[config.mk]
export PLATFORM = sky130hd
export DESIGN_NAME = ab_parallel_enforce_arbiter_flat
export DESIGN_NICKNAME = d
export VERILOG_FILES = /design/src/rtl/ab_parallel_enforce_arbiter_if.sv /design/src/rtl/ab_parallel_enforce_arbiter.sv /design/src/flat_wrapper.sv
export SDC_FILE = /design/constraint.sdc
export NUM_CORES = 1
export LEC_CHECK = 0
export ABC_AREA = 1
export CAP_MARGIN = 30
export CORE_MARGIN = 3
export CORE_UTILIZATION = 49
export DETAILED_ROUTE_END_ITERATION = 10
export PLACE_DENSITY = 0.76
export SKIP_CTS_REPAIR_TIMING = 1
export SLEW_MARGIN = 20
export SYNTH_ARGS = -nofsm -noshare
export SYNTH_HDL_FRONTEND = slang
export SYNTH_SLANG_ARGS = --single-unit
export TNS_END_PERCENT = 20
[constraint.sdc]
create_clock -name clk -period 2.11 [get_ports clk]
set_clock_uncertainty 0.05 [all_clocks]
set_input_delay 0.422 -clock clk [delete_from_list [all_inputs] [get_ports clk]]
set_output_delay 0.422 -clock clk [all_outputs]
set_load 0.01 [all_outputs]
[src/rtl/ab_parallel_enforce_arbiter_if.sv]
`default_nettype none
// ============================================================================
// Module      : ab_parallel_enforce_arbiter_if
// Description : Plant tick, enforcer and merged-output bundle for
//               ab_parallel_enforce_arbiter. The master side is the plant and
//               the enforcers. The slave side is the arbiter.
// Revision    : 1.0 - initial release
// ============================================================================
interface ab_parallel_enforce_arbiter_if #(
  parameter int CNT_W = 4
);
  logic             tick_valid;
  logic             A_ctp;
  logic             B_ctp;
  logic             raw_A_out;
  logic             raw_B_out;
  logic             a_A_enf;
  logic             a_B_enf;
  logic             b_A_enf;
  logic             b_B_enf;
  logic             A_ctp_final;
  logic             B_ctp_final;
  logic             final_valid;
  logic             commit_a;
  logic             commit_b;
  logic             tick_drop;
  logic             safe_active;
  logic             clear_safe;
  logic [CNT_W-1:0] edit_count;

  modport master (
    output tick_valid, A_ctp, B_ctp, a_A_enf, a_B_enf, b_A_enf, b_B_enf,
           clear_safe,
    input  raw_A_out, raw_B_out, A_ctp_final, B_ctp_final, final_valid,
           commit_a, commit_b, tick_drop, safe_active, edit_count
  );

  modport slave (
    input  tick_valid, A_ctp, B_ctp, a_A_enf, a_B_enf, b_A_enf, b_B_enf,
           clear_safe,
    output raw_A_out, raw_B_out, A_ctp_final, B_ctp_final, final_valid,
           commit_a, commit_b, tick_drop, safe_active, edit_count
  );
endinterface
`default_nettype wire

[src/rtl/ab_parallel_enforce_arbiter.sv]
`default_nettype none
// ============================================================================
// Module      : ab_parallel_enforce_arbiter
// Description : Latches plant ticks for two parallel runtime enforcers. Merges
//               their edits into one registered A/B pair and pulses both
//               commit strobes. Falls into a SAFE lockout when the edit
//               density within a window of commits reaches EDIT_LIMIT.
//               Optional macro AB_ARB_SAFE_LATCH_EN makes SAFE sticky. In that
//               mode SAFE is released only by clear_safe.
// Revision    : 1.0 - initial release
// ============================================================================
module ab_parallel_enforce_arbiter #(
  parameter int ENF_LAT    = 1,
  parameter int EDIT_LIMIT = 4,
  parameter int WINDOW     = 16,
  parameter int CNT_W      = 4,
  parameter bit SAFE_A     = 1'b0,
  parameter bit SAFE_B     = 1'b0
) (
  input  logic                          clk,
  input  logic                          rst_n,
  ab_parallel_enforce_arbiter_if.slave  bus
);

  localparam int WAIT_W = (ENF_LAT < 2) ? 1 : $clog2(ENF_LAT + 1);
  localparam int WIN_W  = $clog2(WINDOW);

  localparam logic [1:0] S_IDLE   = 2'd0;
  localparam logic [1:0] S_WAIT   = 2'd1;
  localparam logic [1:0] S_COMMIT = 2'd2;
  localparam logic [1:0] S_SAFE   = 2'd3;

  logic [1:0]       r_state;
  logic [WAIT_W-1:0] r_wait_cnt;
  logic [WIN_W-1:0] r_window;
  logic [CNT_W-1:0] r_edit_count;
  logic             r_raw_A, r_raw_B;
  logic             r_final_A, r_final_B;
  logic             r_final_valid;
  logic             r_commit;
  logic             r_tick_drop;
  logic             r_edited;

  logic             w_edit_A, w_edit_B;
  logic [CNT_W-1:0] w_count_next;
  logic             w_window_last;

  // Merge: any enforcer that disagrees with the raw value flips it
  assign w_edit_A = (bus.a_A_enf ^ r_raw_A) | (bus.b_A_enf ^ r_raw_A);
  assign w_edit_B = (bus.a_B_enf ^ r_raw_B) | (bus.b_B_enf ^ r_raw_B);

  // Saturating edit counter candidate for the commit in progress
  assign w_count_next  = (r_edited && (r_edit_count != {CNT_W{1'b1}}))
                         ? r_edit_count + 1'b1 : r_edit_count;
  assign w_window_last = (r_window == WIN_W'(WINDOW - 1));

`ifndef AB_ARB_SAFE_LATCH_EN
  // Release requests have no effect when SAFE exits on the window wrap
  logic w_unused_clear_safe;
  assign w_unused_clear_safe = bus.clear_safe;
`endif

  // Tick sequencer, merge register, window/edit tracking and SAFE lockout
  always_ff @(posedge clk or negedge rst_n) begin
    if (!rst_n) begin
      r_state       <= S_IDLE;
      r_wait_cnt    <= '0;
      r_window      <= '0;
      r_edit_count  <= '0;
      r_raw_A       <= 1'b0;
      r_raw_B       <= 1'b0;
      r_final_A     <= 1'b0;
      r_final_B     <= 1'b0;
      r_final_valid <= 1'b0;
      r_commit      <= 1'b0;
      r_tick_drop   <= 1'b0;
      r_edited      <= 1'b0;
    end else begin
      r_final_valid <= 1'b0;
      r_commit      <= 1'b0;
      r_tick_drop   <= 1'b0;
      case (r_state)
        S_IDLE: begin
          if (bus.tick_valid) begin
            r_raw_A    <= bus.A_ctp;
            r_raw_B    <= bus.B_ctp;
            r_wait_cnt <= WAIT_W'(ENF_LAT);
            r_state    <= S_WAIT;
          end
        end
        S_WAIT: begin
          r_tick_drop <= bus.tick_valid;
          if (r_wait_cnt == WAIT_W'(1)) begin
            r_final_A     <= r_raw_A ^ w_edit_A;
            r_final_B     <= r_raw_B ^ w_edit_B;
            r_edited      <= w_edit_A | w_edit_B;
            r_final_valid <= 1'b1;
            r_commit      <= 1'b1;
            r_state       <= S_COMMIT;
          end else begin
            r_wait_cnt <= r_wait_cnt - 1'b1;
          end
        end
        S_COMMIT: begin
          r_tick_drop <= bus.tick_valid;
          if (w_window_last) begin
            // A window wrap wins over this commit's increment
            r_window     <= '0;
            r_edit_count <= '0;
            r_state      <= S_IDLE;
          end else begin
            r_window     <= r_window + 1'b1;
            r_edit_count <= w_count_next;
            r_state      <= (w_count_next >= CNT_W'(EDIT_LIMIT)) ? S_SAFE : S_IDLE;
          end
        end
        default: begin
          // SAFE: ticks still latch raw, but finals are forced and commits withheld
          if (bus.tick_valid) begin
            r_raw_A       <= bus.A_ctp;
            r_raw_B       <= bus.B_ctp;
            r_final_A     <= SAFE_A;
            r_final_B     <= SAFE_B;
            r_final_valid <= 1'b1;
`ifndef AB_ARB_SAFE_LATCH_EN
            if (w_window_last) begin
              r_window     <= '0;
              r_edit_count <= '0;
              r_state      <= S_IDLE;
            end else begin
              r_window <= r_window + 1'b1;
            end
`endif
          end
`ifdef AB_ARB_SAFE_LATCH_EN
          if (bus.clear_safe) begin
            r_window     <= '0;
            r_edit_count <= '0;
            r_state      <= S_IDLE;
          end
`endif
        end
      endcase
    end
  end

  assign bus.raw_A_out   = r_raw_A;
  assign bus.raw_B_out   = r_raw_B;
  assign bus.A_ctp_final = r_final_A;
  assign bus.B_ctp_final = r_final_B;
  assign bus.final_valid = r_final_valid;
  assign bus.commit_a    = r_commit;
  assign bus.commit_b    = r_commit;
  assign bus.tick_drop   = r_tick_drop;
  assign bus.safe_active = (r_state == S_SAFE);
  assign bus.edit_count  = r_edit_count;

endmodule
`default_nettype wire

[src/flat_wrapper.sv]
// flat-port wrapper written by rule: the top's interface ports become plain ports
module ab_parallel_enforce_arbiter_flat 
#(
  parameter int ENF_LAT    = 1,
  parameter int EDIT_LIMIT = 4,
  parameter int WINDOW     = 16,
  parameter int CNT_W      = 4,
  parameter bit SAFE_A     = 1'b0,
  parameter bit SAFE_B     = 1'b0
)
  (clk, rst_n, bus_tick_valid, bus_A_ctp, bus_B_ctp, bus_a_A_enf, bus_a_B_enf, bus_b_A_enf, bus_b_B_enf, bus_clear_safe, bus_raw_A_out, bus_raw_B_out, bus_A_ctp_final, bus_B_ctp_final, bus_final_valid, bus_commit_a, bus_commit_b, bus_tick_drop, bus_safe_active, bus_edit_count);
  ab_parallel_enforce_arbiter_if #(.CNT_W(CNT_W)) bus_i ();
  input  logic clk;
  input  logic rst_n;
  input wire logic [$bits(bus_i.tick_valid)-1:0] bus_tick_valid;
  input wire logic [$bits(bus_i.A_ctp)-1:0] bus_A_ctp;
  input wire logic [$bits(bus_i.B_ctp)-1:0] bus_B_ctp;
  input wire logic [$bits(bus_i.a_A_enf)-1:0] bus_a_A_enf;
  input wire logic [$bits(bus_i.a_B_enf)-1:0] bus_a_B_enf;
  input wire logic [$bits(bus_i.b_A_enf)-1:0] bus_b_A_enf;
  input wire logic [$bits(bus_i.b_B_enf)-1:0] bus_b_B_enf;
  input wire logic [$bits(bus_i.clear_safe)-1:0] bus_clear_safe;
  output wire logic [$bits(bus_i.raw_A_out)-1:0] bus_raw_A_out;
  output wire logic [$bits(bus_i.raw_B_out)-1:0] bus_raw_B_out;
  output wire logic [$bits(bus_i.A_ctp_final)-1:0] bus_A_ctp_final;
  output wire logic [$bits(bus_i.B_ctp_final)-1:0] bus_B_ctp_final;
  output wire logic [$bits(bus_i.final_valid)-1:0] bus_final_valid;
  output wire logic [$bits(bus_i.commit_a)-1:0] bus_commit_a;
  output wire logic [$bits(bus_i.commit_b)-1:0] bus_commit_b;
  output wire logic [$bits(bus_i.tick_drop)-1:0] bus_tick_drop;
  output wire logic [$bits(bus_i.safe_active)-1:0] bus_safe_active;
  output wire logic [$bits(bus_i.edit_count)-1:0] bus_edit_count;
  assign bus_i.tick_valid = bus_tick_valid;
  assign bus_i.A_ctp = bus_A_ctp;
  assign bus_i.B_ctp = bus_B_ctp;
  assign bus_i.a_A_enf = bus_a_A_enf;
  assign bus_i.a_B_enf = bus_a_B_enf;
  assign bus_i.b_A_enf = bus_b_A_enf;
  assign bus_i.b_B_enf = bus_b_B_enf;
  assign bus_i.clear_safe = bus_clear_safe;
  assign bus_raw_A_out = bus_i.raw_A_out;
  assign bus_raw_B_out = bus_i.raw_B_out;
  assign bus_A_ctp_final = bus_i.A_ctp_final;
  assign bus_B_ctp_final = bus_i.B_ctp_final;
  assign bus_final_valid = bus_i.final_valid;
  assign bus_commit_a = bus_i.commit_a;
  assign bus_commit_b = bus_i.commit_b;
  assign bus_tick_drop = bus_i.tick_drop;
  assign bus_safe_active = bus_i.safe_active;
  assign bus_edit_count = bus_i.edit_count;
  ab_parallel_enforce_arbiter #(.ENF_LAT(ENF_LAT), .EDIT_LIMIT(EDIT_LIMIT), .WINDOW(WINDOW), .CNT_W(CNT_W), .SAFE_A(SAFE_A), .SAFE_B(SAFE_B)) u_core (.clk(clk), .rst_n(rst_n), .bus(bus_i));
endmodule
# Yosys cells after proc, flatten, opt, wreduce, memory -nomap -nowiden
# Cells that the tools add are included.
# Widths: inputs -> output; s select.
# totals
in_bits,10
out_inout_bits,13
ff_bits,19
word_cells,81
# op_classes
magnitude_cmp,1
bitwise_logic,12
n_eq_ne,7
reduce_logical,18
add_sub_neg,3
n_mux,28
# ops
operator,count
$mux 4,6
$pmux 4 s2,2
$mux 2,6
$mux 1,9
$add 4x1->4 const B,2
$pmux 1 s2,4
$reduce_and 2->1,4
$reduce_bool 2->1,4
$pmux 2 s3,1
$reduce_and 3->1,2
$reduce_or 2->1,3
$xor 1x1->1,6
$eq 2x2->1 const B,2
$eq 4x4->1 const B,1
$ge 4x3->1 const B,1
$ne 4x4->1 const B,1
$reduce_and 4->1,1
$reduce_bool 4->1,1
$not 1->1,3
$or 1x1->1,3
$reduce_bool 3->1,1
$eq 2x1->1 const B,1
$logic_not 2->1,1
$ne 2x1->1 const B,1
3 further kinds,3

# Longest topological paths before layout
# Gate-level depths: netlist of the first run.
# logic_depth
depth_word,7
depth_mapped,10
ltp_nobuf,10

# Worst setup path before layout of the first run
# Ideal clock, no wire load.
# synth_timing
path_kind,reg2reg
startpoint,reg u_core.r_state[0]
endpoint,reg u_core.r_window[3]
synth_period_minus_slack_ps,1564
setup_slack_ps,546
path_buffers,0
arrival_ps,1397
path_stages_with_launch,11
required_time_ps,1943
setup_ps,117
cell_sequence,dfrtp_1 -> inv_1 -> ha_1 -> inv_1 -> nand2_4 -> a21oi_4 -> nand2_4 -> nor2_2 -> a21oi_1 -> o21ai_1 -> inv_1
# synth_between
elab_chain_cells,4
word_cells_on_any_way,8
classes_between,2 x eq/ne; 1 x mux; 1 x bitwise; 4 x reduce/logical
# synth_lines
item,line_no,source
from (decl),ab_parallel_enforce_arbiter.sv:33,logic [1:0] r_state;
from (signal assigned),ab_parallel_enforce_arbiter.sv:114,r_state <= (w_count_next >= CNT_W'(EDIT_LIMIT)) ? S_SAFE : S_IDLE;
$eq 2x1->1 or $logic_not 2->1 (tied branches),ab_parallel_enforce_arbiter.sv:82,case (r_state)
$reduce_or 2->1 (no line),--,
$not 1->1 (no line),--,
$reduce_and 2->1 (no line),--,
to (signal assigned),ab_parallel_enforce_arbiter.sv:112,r_window <= r_window + 1'b1;
to (signal assigned),ab_parallel_enforce_arbiter.sv:131,r_window <= r_window + 1'b1;
to (decl),ab_parallel_enforce_arbiter.sv:35,logic [WIN_W-1:0] r_window;
# Parallel ways exist; a longest one is shown, timed or not.
# A chain may end at the register's enable or synchronous reset.

# Final worst setup path of the first run
# layout_timing
startpoint,reg u_core.r_state[0]
endpoint,out bus_safe_active
# layout_between
elab_chain_cells,1
# layout_lines
item,line_no,source
$eq 2x2->1,ab_parallel_enforce_arbiter.sv:155,assign bus.safe_active = (r_state == S_SAFE);
to (decl),flat_wrapper.sv:31,output wire logic [$bits(bus_i.safe_active)-1:0] bus_safe_active;
# Every way passes these cells.

==> metrics.txt, run 1 <==
run status finished clean; DRC errors left 0; most common flop cell mapped by yosys dfrtp_1; largest net degree at the start of global routing 20; Fin Setup TNS 0 ns; DR vias 871; Critical Setup Path Class flip-flop to primary output; Peak VDD IR 0.0008487 V; IO buf count 21; IO Count 23; Cell Area, Synth 1056 µm²; clock power share 9.8%; adder-cell share of the synthesized area 7.109%; cell taking the most area after synthesis dfrtp_1; Synth area leaders dfrtp_1, nand2_1, ha_1, inv_1, nor2_1; hold crit path type input pin to asynchronous set/reset pin; die area 2748 µm²; flop2flop setup slack 0.36 ns; # setup viols final 0; final period utilization 95.68%; ANT cells 0; startpoint class of the critical path flip-flop; total core area 2002 µm²; ys async rst share 100.0%; fill count 183; CP arrival 1.55 ns; net switching power 818.4 µW; most frequent cell after synthesis nand2_1; combinational power share 55.5%; Total Nets Final 168; Synth Warn # 0; TritonCTS Buffers 3; Pint 1084 µW; global-route wire length before repair 3415 µm; WL/cell 10.90 µm; synthesis-to-finish area growth 25.71%; syn_nets 142; TritonCTS clock tree built; Place WS 0.1768 ns; minimum clock period 2.019 ns; HPWL after DPL 1545 µm; DRT iter0 DRCs 12; Pwr Total 1902 µW; Synth Area per Inst 8.381 µm²; max-cap viol count 0; RSZ-0062 raised after global routing false; leakage 0.0006416 µW; Row Count 16; Synth Register Bits 19; vias per cell 4.893; CP Capture Type primary output; final worst slack 0.09114 ns; Fin. Hold Viols 0; Die X 52.43 µm; Post-Route WL 1941 µm; Congestion Overflow GR 0; Initial Util 52.75%; clock-pin slew on the worst setup and hold paths 0.11 ns; CP max FO 5; vias in the first global route 806; fin. max-slew vios 0; fraction of synthesized cell area in xor and xnor cells 0.8294%; Pwr Density 1433 nW/µm²; DRT Pass-1 Iters 4; Root Driver clkbuf_4; final cell count without fillers 178; proportion of layout cells with a drive suffix above 1 9.272%; H-tree depth 1; antenna violations before repair 0; required time worst endpoint 1.64 ns; Reg power frac 34.6%; Post-synth EDFFs 0; post-synthesis simple-gate area fraction 25.00%; Slew @ Worst Pin 0.2951 ns; Routed Antenna Nets 0; post-synthesis sequential area ratio 45.02%; Compound-Gate Fraction of Synth Area 13.51%; Clock Latency Late Sink 0.30 ns; CTS max path bufs 2; gpl congestion 0.7871; Slew HR 80.33%; Die Y-Extent 52.43 µm; Overall Global Routing Usage 16.83%; post-synth cell types 28; maximum clock rate 495.3 MHz; synth cell count leaders nand2_1, dfrtp_1, inv_1, nor2_1, o21ai_0; Synth top area share 45.02%; post-synthesis mux area share 1.066%; Placed Cells 174; switching portion of total power 43.02%; Post-Syn Instances 126; largest family of logic cells by synthesized area simple AND/OR/NAND/NOR gates; CTS sink cnt 19
==> power groups by stage <==
stage / sequential (µW) / clock (µW) / combinational, µW
after floorplan: 691 / 0 / 657
after global placement: 660 / 0 / 1030
after detailed placement: 668 / 0 / 1060
after CTS: 661 / 194 / 1070
after global routing: 686 / 210 / 1200
final: 659 / 187 / 1060
==> registers in the layout, indices dropped and copies added, names as in the netlist <==
signal and count:
u_core.r_wait_cnt 1, u_core.bus.B_ctp_final 1, u_core.bus.raw_A_out 1, u_core.r_edited 1
u_core.r_window 4, u_core.bus.edit_count 4, u_core.bus.commit_a 1, u_core.bus.raw_B_out 1
u_core.bus.tick_drop 1, u_core.r_state 2, u_core.bus.final_valid 1, u_core.bus.A_ctp_final 1
==> per-layer routing <==
layer	vias up	track usage, %	wire length (µm)
met5	-	0	0
met4	0	6.383	24
met3	2	3.704	108
met2	28	26.86	891
met1	386	22.10	917
li1	455	-	-
==> worst paths after layout <==
path                                       endpoint  cells after the start                    from
min in group clk             u_core.bus.A_ctp_final                      1  u_core.bus.A_ctp_final
max                                 bus_safe_active                      2       u_core.r_state[0]
max reg2reg                      u_core.r_window[3]                     10       u_core.r_state[0]
max in group asynchronous        u_core.r_window[1]                      2                   rst_n
min reg2reg                  u_core.bus.A_ctp_final                      1  u_core.bus.A_ctp_final
min                        u_core.bus.edit_count[3]                      2                   rst_n
==> stage by stage <==
step,hold slack [ns],util [%],instance area (µm²)
4_1_cts,0.3893,66.31,1328
5_1_grt,0.3881,66.31,1328
2_1_floorplan,0.07641,-,1056
6_report,0.3866,66.31,1328
3_5_place_dp,0.4335,64.94,1300
3_3_place_gp,0.4265,64.94,1300
==> final cells by class <==
cell class	count	area (µm²)	share of cell area [%]
multi-input combinational	87	501.7	37.79
sequential	19	475.5	35.82
timing repair buffer	22	217.7	16.40
inverter	19	71.32	5.372
tap	27	33.78	2.545
clock buffer	3	22.52	1.697
clock inverter	1	5.005	0.3770
==> critical path: stages, from the launching register on <==
cell             delay [ns]
dfrtp_1                0.43
ha_1                   0.25
clkdlybuf4s50_1        0.56
==> kinds of logic (layout without fill, tap and decap cells) <==
kind of cell,Yosys count,after routing
AO/OA/AOI/OAI,24,24
XOR/XNOR,1,1
adder cells (fa/ha/maj),6,6
buffers and inverters,20,45
flip-flops,19,19
multiplexers,1,1
AND/OR/NAND/NOR,55,55
==> placed cells by master (no fill, tap or decap) <==
| master | synthesis | final |
|---|---|---|
| buf_4 | 1 | 1 |
| and2_0 | 1 | 1 |
| inv_2 | 2 | 2 |
| nand2_2 | 1 | 1 |
| o21a_1 | 1 | 1 |
| clkinv_2 | 0 | 1 |
| nand2_1 | 25 | 25 |
| o31ai_1 | 1 | 1 |
| nor3_1 | 3 | 3 |
| a21oi_4 | 1 | 1 |
| mux2_1 | 1 | 1 |
| clkdlybuf4s50_1 | 0 | 21 |
| ha_1 | 6 | 6 |
| or2_1 | 1 | 1 |
| clkbuf_4 | 0 | 3 |
| dfrtp_1 | 19 | 19 |
| nand2_4 | 2 | 2 |
| a31oi_1 | 1 | 1 |
| inv_1 | 17 | 17 |
| o211ai_1 | 1 | 1 |
| o21ai_0 | 8 | 8 |
| xnor2_1 | 1 | 1 |
| nor2_2 | 1 | 1 |
| a21oi_1 | 7 | 7 |
| a21boi_0 | 1 | 1 |
| nand3_1 | 6 | 6 |
| nor2_4 | 1 | 1 |
| nand4_1 | 2 | 2 |
| nor2_1 | 11 | 11 |
| o21ai_1 | 3 | 3 |
| nor3b_2 | 1 | 1 |
No activity file was read; power rests on OpenSTA's default activity.
==> run 2: changes to the inputs <==
Settings changed: CORE_UTILIZATION 49 to 53, PLACE_DENSITY 0.76 to 0.81.
Clock period 2.11 ns to 2.6 ns, I/O delays scaled along.
==> run 2 against run 1 <==
Effect of this change:
- utilization is 7.2 points higher
- sequential share of layout area rose by 0.068 points
- final cell count down 1.1%
- first-iteration DRC count increased to 2.5 times the previous value
- highest routed layer unchanged
- die area decreased by 6.7%
- final area down 0.19%
- non-clock buffer count unchanged
- largest power group unchanged
- critical path depth did not move
- clock power is 24% lower
- via count grew 2.6%
- sequential power shrank 18%
- combinational power down 19%
==> metrics.txt, run 2 (synthesized netlist as in run 1, its figures left out) <==
run status finished clean; Peak VDD IR 0.0007285 V (-14%); leakage 0.0006416 µW (unchanged); Fin. Hold Viols 0 (unchanged); Reg power frac 34.9% (+0.3 points); vias per cell 5.080 (+3.8%); Die Y-Extent 50.64 µm (-3.4%); TritonCTS clock tree built; startpoint class of the critical path flip-flop; Slew HR 81.48% (+1.2 points); fill count 141 (-23%); Congestion Overflow GR 0 (unchanged); switching portion of total power 43.05% (about the same); # setup viols final 0 (unchanged); Pwr Total 1541 µW (-19%); global-route wire length before repair 3360 µm (-1.6%); Core Util, Final 73.54% (+7.2 points); IO buf count 21 (unchanged); Clock Latency Late Sink 0.29 ns (about the same); Initial Util 58.61% (+5.9 points); Routed Antenna Nets 0 (unchanged); vias in the first global route 798 (-0.99%); combinational power share 55.8% (+0.3 points); hold depth 1; max incr delay on CP 0.56 ns (about the same); clock-pin slew on the worst setup and hold paths 0.11 ns (about the same); HPWL after DPL 1570 µm (+1.6%); Hold Path Origin u_core.bus.A_ctp_final; fin. max-slew vios 0 (unchanged); Pint 877.8 µW (-19%); final period utilization 80.46%; CP max FO 5 (unchanged); TritonCTS Buffers 3 (unchanged); DR vias 894 (+2.6%); antenna violations before repair 0 (unchanged); net switching power 663.5 µW (-19%); Root Driver clkbuf_4; synthesis-to-finish area growth 25.47%; DRC errors left 0 (unchanged); Post-Route WL 1958 µm (+0.88%); Critical Path, Cell by Cell ha_1 -> clkdlybuf4s50_1; Row Count 15 (-1); minimum clock period 2.092 ns; DRT Pass-1 Iters 4 (unchanged); Fin Setup TNS 0 ns (unchanged); WL/cell 11.13 µm (+2.0%); largest net degree at the start of global routing 20 (unchanged); Overall Global Routing Usage 16.92% (+0.091 points); reg2reg start u_core.r_state[0]; IO Count 23 (unchanged); CP arrival 1.52 ns (-0.03 ns); flop2flop setup slack 0.84 ns (+0.48 ns); RSZ-0062 raised after global routing false; die area 2564 µm² (-6.7%); Total Nets Final 168 (unchanged); Pwr Density 1163 nW/µm² (-19%); Critical Setup Path Class flip-flop to primary output; CTS max path bufs 2 (unchanged); clock power share 9.3% (-0.5 points); Slew @ Worst Pin 0.2760 ns (-0.01911 ns); Die X 50.64 µm (-3.4%); proportion of layout cells with a drive suffix above 1 9.272% (unchanged); register area 475.5 µm² (unchanged); CTS sink cnt 19 (unchanged); DRT iter0 DRCs 30 (+18); gpl congestion 0.8297 (+5.4%); maximum clock rate 478.0 MHz; CP startpoint u_core.r_state[0]; required time worst endpoint 2.03 ns (+0.39 ns); slowest CP cell clkdlybuf4s50_1; commonest non-fill, non-tap cell in the layout nand2_1; ANT cells 0 (unchanged); CP Capture Type primary output; max-cap viol count 0 (unchanged); multi-input combinational cell area 501.7 µm² (unchanged); total core area 1802 µm² (-10%); H-tree depth 1 (unchanged); Reg2Reg Depth 10 (unchanged); commonest non-fill, non-tap cells in the layout nand2_1, clkdlybuf4s50_1, dfrtp_1; hold crit path type flip-flop to flip-flop
## run 2: cell counts in the layout (fill, tap and decap cells not counted)
Identical to the previous run, type by type.
## run 2: power groups by stage
stage	sequential (µW)	clock [µW]	combinational, µW
after detailed placement	543	0	863
after floorplan	561	0	533
final	538	143	860
after global routing	560	161	961
after global placement	533	0	831
after CTS	537	149	865
## run 2: final cells by class
type | count | share of cell area (%)
Clock inverter | 1 | 0.3777
Clock buffer | 3 | 1.700
Inverter | 19 | 5.382
Tap cell | 25 | 2.361
Multi-Input combinational cell | 87 | 37.87
Sequential cell | 19 | 35.88
Timing Repair Buffer | 22 | 16.43
## run 2: through the flow
step / instances / hold slack [ns] / setup slack (ns) / cell area (µm²)
6_report: 176 / 0.4534 / 0.5080 / 1325
2_1_floorplan: 126 / 0.1744 / 1.036 / 1056
3_5_place_dp: 172 / 0.4370 / 0.5540 / 1297
5_1_grt: 176 / 0.4887 / 0.4339 / 1325
4_1_cts: 176 / 0.4577 / 0.4914 / 1325
3_3_place_gp: 172 / 0.4262 / 0.6025 / 1297
## run 2: critical path, delay by kind of cell, from the launching register on
kind | cells | cell delay (ns)
DFF | 1 | 0.43
buffers and inverters | 1 | 0.56
adders and majority gates | 1 | 0.25
## run 2: layer usage
metal | up-vias | global-route usage [%] | share of wire, %
met4 | 0 | 5.381 | 0.77
met3 | 2 | 2.671 | 5.2
met1 | 402 | 22.54 | 46
met2 | 34 | 28.04 | 48
met5 | - | 0 | 0
li1 | 456 | - | -
## run 2: worst paths after layout
| path | to |
|---|---|
| setup / recovery | bus_safe_active |
| hold / removal | u_core.bus.A_ctp_final |
| setup reg to reg | u_core.r_window[3] |
| hold reg to reg | u_core.bus.A_ctp_final |
| max in group asynchronous | u_core.r_window[1] |
| min in group asynchronous | u_core.bus.edit_count[3] |
==> run 3: changes to the inputs <==
Settings changed: CORE_UTILIZATION 53 to 49, PLACE_DENSITY 0.81 to 0.76.
Clock period 2.6 ns to 2 ns, I/O delays scaled along.
==> run 3 against run 2 <==
Effect of this change:
- sequential share of layout area shrank 0.24 points
- combinational power up 34%
- via count fell by 2.6%
- clock power rose by 36%
- largest power group unchanged
- final area increased by 0.94%
- register-to-register slack lost 0.53 ns
- routed wire length up 4.9%
- sequential power increased by 30%
- critical path type unchanged
- final cell count up 1.7%
- utilization fell by 6.7 points
- global-route usage increased by 0.89 points
==> metrics.txt, run 3 (synthesized netlist as in run 1, its figures left out) <==
Peak VDD IR 0.0008930 V (+23%); gpl congestion 0.7996 (-3.6%); maximum clock rate 520.3 MHz; Routed Antenna Nets 0 (unchanged); Pint 1165 µW (+33%); DRC errors left 0 (unchanged); commonest non-fill, non-tap cell in the layout nand2_1; Fin Setup TNS 0 ns (unchanged); Pwr Density 1525 nW/µm² (+31%); vias per cell 4.866 (-4.2%); DRT Pass-1 Iters 4 (unchanged); proportion of layout cells with a drive suffix above 1 10.53% (+1.3 points); Die X 52.43 µm (+3.5%); fill count 175 (+24%); reg2reg start u_core.bus.edit_count[0]; Root Driver clkbuf_4; Reg2Reg Depth 7 (-3); ANT cells 0 (unchanged); global-route wire length before repair 3608 µm (+7.4%); total core area 2002 µm² (+11%); WL/cell 11.47 µm (+3.1%); net switching power 874.7 µW (+32%); Initial Util 52.75% (-5.9 points); fin area 1338 µm² (+0.94%); Fin. Hold Viols 0 (unchanged); fin. max-slew vios 0 (unchanged); TritonCTS Buffers 3 (unchanged); Reg power frac 34.2% (-0.7 points); Slew HR 79.64% (-1.8 points); clock-pin slew on the worst setup and hold paths 0.11 ns (about the same); IO buf count 21 (unchanged); Die Y-Extent 52.43 µm (+3.5%); IO Count 23 (unchanged); TritonCTS clock tree built; required time worst endpoint 1.55 ns (-0.48 ns); CP arrival 1.47 ns (-0.05 ns); DR vias 871 (-2.6%); CTS sink cnt 19 (unchanged); minimum clock period 1.922 ns; H-tree depth 1 (unchanged); Post-Route WL 2053 µm (+4.9%); flop2flop setup slack 0.31 ns (-0.53 ns); R2R Path End u_core.r_state[0]; commonest non-fill, non-tap cells in the layout nand2_1, clkdlybuf4s50_1, dfrtp_1; Critical Setup Path Class flip-flop to primary output; antenna violations before repair 0 (unchanged); CP max FO 5 (unchanged); largest net degree at the start of global routing 20 (unchanged); clock power share 9.5% (+0.2 points); CP startpoint u_core.r_state[0]; Congestion Overflow GR 0 (unchanged); synthesis-to-finish area growth 26.66%; Row Count 16 (+1); RSZ-0062 raised after global routing false; combinational power share 56.3% (+0.5 points); CTS max path bufs 2 (unchanged); max-cap viol count 0 (unchanged); Total Nets Final 169 (+0.60%); hold crit path type input pin to asynchronous set/reset pin; switching portion of total power 42.88% (-0.17 points); CP Capture Type primary output; Placement Cell Area 1308 µm² (+0.77%); HPWL after DPL 1602 µm (+2.1%); Clock Latency Late Sink 0.30 ns (about the same); Slew @ Worst Pin 0.3054 ns (+0.02943 ns); final period utilization 96.10%; vias in the first global route 851 (+6.6%); # setup viols final 0 (unchanged); startpoint class of the critical path flip-flop; Overall Global Routing Usage 17.81% (+0.89 points); run status finished clean; die area 2748 µm² (+7.2%); DRT iter0 DRCs 14 (-53%); leakage 0.0006408 µW (-0.13%); Pwr Total 2040 µW (+32%); Core Util, Final 66.81% (-6.7 points)
## run 3: cell types whose count changed in the layout (fill, tap and decap cells not counted), sizes merged
| cell | previous run | this run |
|---|---|---|
| clkinv | 1 | 0 |
| buf | 1 | 2 |
| clkbuf | 3 | 4 |
## run 3: worst max-delay path, stage by stage, from the launching register on
cell and delay, ns:
dfrtp_2 0.42, ha_2 0.22, clkdlybuf4s50_1 0.54
## run 3: through the flow
step | instances | hold slack [ns] | worst slack (ns)
global route | 179 | 0.3948 | 0.003506
detailed placement | 175 | 0.4456 | 0.1459
floorplan | 126 | 0.05441 | 0.4357
CTS | 179 | 0.3779 | 0.008649
finish | 179 | 0.3779 | 0.07808
global placement | 175 | 0.4265 | 0.1677
## run 3: worst max path at each step
| stage | to | slack [ns] |
|---|---|---|
| floorplan | u_core.r_window[3] | 0.44 |
| global placement | u_core.r_window[3] | 0.17 |
| detailed placement | u_core.r_window[3] | 0.15 |
| CTS | bus_safe_active | 0.009 |
| global route | bus_safe_active | 0.004 |
| finish | bus_safe_active | 0.08 |
## run 3: cell type report
cell class	instances	area (µm²)	share of cell area (%)
repair buffers	23	225.2	16.84
flip-flops and latches	19	476.7	35.64
clock buffers	4	26.28	1.964
inverters	19	71.32	5.332
well taps	27	33.78	2.526
multi-input cells	87	504.2	37.70
## run 3: power by group through the flow
stage	clock network, µW	registers [µW]	logic (µW)
floorplan	0	729	693
global placement	0	697	1100
detailed placement	0	706	1140
CTS	200	697	1150
global route	214	733	1290
finish	194	698	1150
## run 3: routing by layer
metal | GRT usage (%) | up-vias | share of wire (%)
met3 | 3.419 | 2 | 3.7
met5 | 0 | - | 0
met1 | 23.20 | 392 | 47
li1 | - | 462 | -
met2 | 29.13 | 15 | 48
met4 | 6.383 | 0 | 1.1
